### src/rtl/test_rand_delay_pkg.sv
// Shared constants for the random-delay queue: the LFSR feedback polynomial,
// the delay-mode encodings and the width of each per-entry delay counter.
package test_rand_delay_pkg;

  localparam logic [31:0] LFSR_POLY   = 32'h8020_0003;
  localparam logic        MODE_RANDOM = 1'b0;
  localparam logic        MODE_FIXED  = 1'b1;
  localparam int          CNT_W       = 32;

endpackage

### src/rtl/vc_Lfsr32.sv
// 32-bit right-shifting Galois LFSR. It free-runs every cycle and supplies
// the pseudo-random value used to pick per-message delays.
module vc_Lfsr32 import test_rand_delay_pkg::*; #(
  parameter logic [31:0] p_seed = 32'hACE1_0001
) (
  input  logic        clk,
  input  logic        reset,
  output logic [31:0] out
);

  // Advance one step per cycle: shift right and fold the polynomial in when bit 0 falls out.
  always_ff @(posedge clk) begin
    if (reset) out <= p_seed;
    else       out <= {1'b0, out[31:1]} ^ (out[0] ? LFSR_POLY : 32'h0);
  end

endmodule

### config.mk
export PLATFORM = sky130hd
export DESIGN_NAME = vc_Lfsr32
export DESIGN_NICKNAME = d
export VERILOG_FILES = /design/src/rtl/test_rand_delay_pkg.sv /design/src/rtl/vc_Lfsr32.sv
export SDC_FILE = /design/constraint.sdc
export NUM_CORES = 1
export LEC_CHECK = 0
export BUFFER_PORTS_ARGS = -buffer_cell sky130_fd_sc_hd__buf_2
export CELL_PAD_IN_SITES_DETAIL_PLACEMENT = 0
export CELL_PAD_IN_SITES_GLOBAL_PLACEMENT = 1
export CORE_ASPECT_RATIO = 1.2
export CORE_MARGIN = 10
export CORE_UTILIZATION = 37
export CTS_CLUSTER_DIAMETER = 40
export DETAILED_ROUTE_END_ITERATION = 10
export GPL_ROUTABILITY_DRIVEN = 0
export PLACE_DENSITY_LB_ADDON = 0.1
export SLEW_MARGIN = 30
export SYNTH_ARGS = -nofsm -noshare
export SYNTH_HDL_FRONTEND = slang
export SYNTH_SLANG_ARGS = --single-unit
### constraint.sdc
create_clock -name clk -period 2.1 [get_ports clk]
set_clock_uncertainty 0.2 [all_clocks]
set_input_delay 0.315 -clock clk [delete_from_list [all_inputs] [get_ports clk]]
set_output_delay 0.315 -clock clk [all_outputs]
set_load 0.005 [all_outputs]
==> metrics.txt <==
Final Setup Violations=0; worst hold-check path type=register to register; Reg clk slew, reported paths=roughly 0.090 ns; hold_buf cts=0; vias in the first global route=between 500 and 600; Overflow after GRT=0; hold_sp=out[30]; Pre-Repair DR Iteration Count=2; Clock power frac=between 30% and 40%; worst path bufs/invs=1; ratio of cells with drive above 1 in the final layout=37.4%; IO buf count=33; TritonCTS clock tree=built; required time worst endpoint=between 1.5 and 2 ns; Via-to-Cell Ratio=4.04; PwrDens=slightly below 1000 mW/mm^2; max cap viols=0; RSZ-0062 raised after global routing=no; Cell Int Power=about 870 uW; Final nets=around 110; switching pwr=roughly 240 uW; die area=0.00476 sq mm; worst hold endpoint=out[29]; Site Rows=19; TritonCTS buffer count=5; Sink Count=32; Avg Inst Size Synth=between 10 and 15 sq um; Starting Density=about two fifths; flops & latches, synth=32; Final min period=approximately 1.4 ns; Max Clock Freq=~0.7 GHz; Max VDD drop=0.676 mV; DRT iter0 DRCs=4; Biggest register=out; Stages on worst setup path=1; DRC Markers=0; Crit Path Class=register to output pin; flop2flop setup slack=1.14 ns; slowest CP cell=dfxtp_1; normalized max-slew margin=roughly 68%; max reg flops=32; largest net degree at the start of global routing=33; area of the mapped netlist=between 800 and 900 sq um; top flop regs=out x32; sequential share of the synthesized area=between 70 and 80%; Post-Syn Instances=70; initial antenna violation count=0; final setup TNS=0 ns; status=completed; crit start category=register; Crit Reg-Reg Startpoint=out[0]; Synth-to-Final Area Change=28.0%; Clock Tree Root=clkbuf_4; Final Hold Vio Count=0; Antenna Nets Post-Route=0; clk_lat worst skew=0.32 ns; Setup Buffers After CTS=0; Comb pwr share=~6.7%; cell family with most CP delay=flip-flops; Hold Path Depth=1; die height=around 74 um; crit-path max cell delay=about 0.44 ns; WL final=roughly 1.6 mm; n_diodes=0; final hold slack=0.233 ns; worst path cell trace=buf_2; Core Box Area=between 0.002 and 0.0025 sq mm; dpl hpwl=1.18 mm; worst r2r path cells=2; switch share=21.4%; Sequential Power Share=about three fifths; Leak Pwr=between 0.0005 and 0.0006 uW; Critical Path AT=slightly above 0.9 ns; Total GRT Usage=~7.6%; clk buf depth=2; fin crit share=around two thirds; Synth Net Count=72; Reg2Reg Capture Point=out[1]; H-tree depth=2; Post-CTS Resized=0; CP endpoint kind=output pin; global-route wire length before repair=2.65 mm; via count=between 500 and 600; Slew @ Worst Pin=a little under 0.5 ns; DR WL/cell=~12 um; Netlist cell types=8; Syn. warnings=0; DIE WIDTH=around 65 um; crit-path max FO=5; Ports=34; Slew Viols, Final=0
## kinds of logic after synthesis
family | after synthesis | synth area share, %
flip-flops | 32 | 72.3
AND/OR/NAND/NOR | 32 | 22.3
XOR/XNOR | 3 | 2.97
buffers and inverters | 3 | 2.40
## power by group through the flow
stage / sequential (uW) / combinational (uW) / clock (uW)
after floorplan: 672 / 35.8 / 0
after global placement: 671 / 76.0 / 0
after detailed placement: 670 / 77.3 / 0
after CTS: 657 / 77.9 / 390
after global routing: 660 / 86.3 / 421
final: 655 / 74.4 / 375
## cells in the mapped netlist (all sizes together)
cell / count / area [sq um]
buf: 3 / 21.3
dfxtp: 32 / 641
nand2b: 2 / 12.5
nor2: 1 / 3.75
nor2b: 22 / 138
or2: 7 / 43.8
xnor2: 3 / 26.3
## layer usage
| layer | share of wire (%) | track usage [%] | vias up |
|---|---|---|---|
| li1 | - | - | 280 |
| met1 | 45 | 7.71 | 248 |
| met2 | 41 | 10.1 | 25 |
| met3 | 12 | 6.69 | 4 |
| met4 | 2.3 | 5.00 | 0 |
| met5 | 0 | 0 | - |
## cell type report
| type | count | area [sq um] |
|---|---|---|
| flip-flops and latches | 32 | 641 |
| multi-input cells | 35 | 224 |
| clock buffers | 7 | 65.1 |
| repair buffers | 33 | 165 |
| well taps | 31 | 38.8 |
| fillers | 246 | 1150 |
## cell usage in the layout (no fill, tap or decap)
cell type and instances:
clkbuf_4 5, buf_2 33, or2_1 7, nand2b_1 2, dfxtp_1 32, clkbuf_8 2
nor2_1 1, xnor2_1 3, nor2b_1 22
## per-stage QoR
step | setup WS (ns) | util [%] | area, sq um | cells | total power, uW
floorplan | 1.16 | - | 886 | 70 | 708
global placement | 0.915 | 46.8 | 1070 | 131 | 747
detailed placement | 0.892 | 46.8 | 1070 | 131 | 748
CTS | 0.637 | 49.7 | 1130 | 138 | 1130
global route | 0.602 | 49.7 | 1130 | 138 | 1170
finish | 0.671 | 49.7 | 1130 | 138 | 1110
## worst max-delay path by stage
stage	from	endpoint	slack, ns
after floorplan	reset	out[16]	1.16
after global placement	reset	out[16]	0.91
after detailed placement	reset	out[26]	0.89
after CTS	out[0]	out[0]	0.64
after global routing	out[0]	out[0]	0.60
final	out[0]	out[0]	0.67
Power figures use the tool's default switching activity.
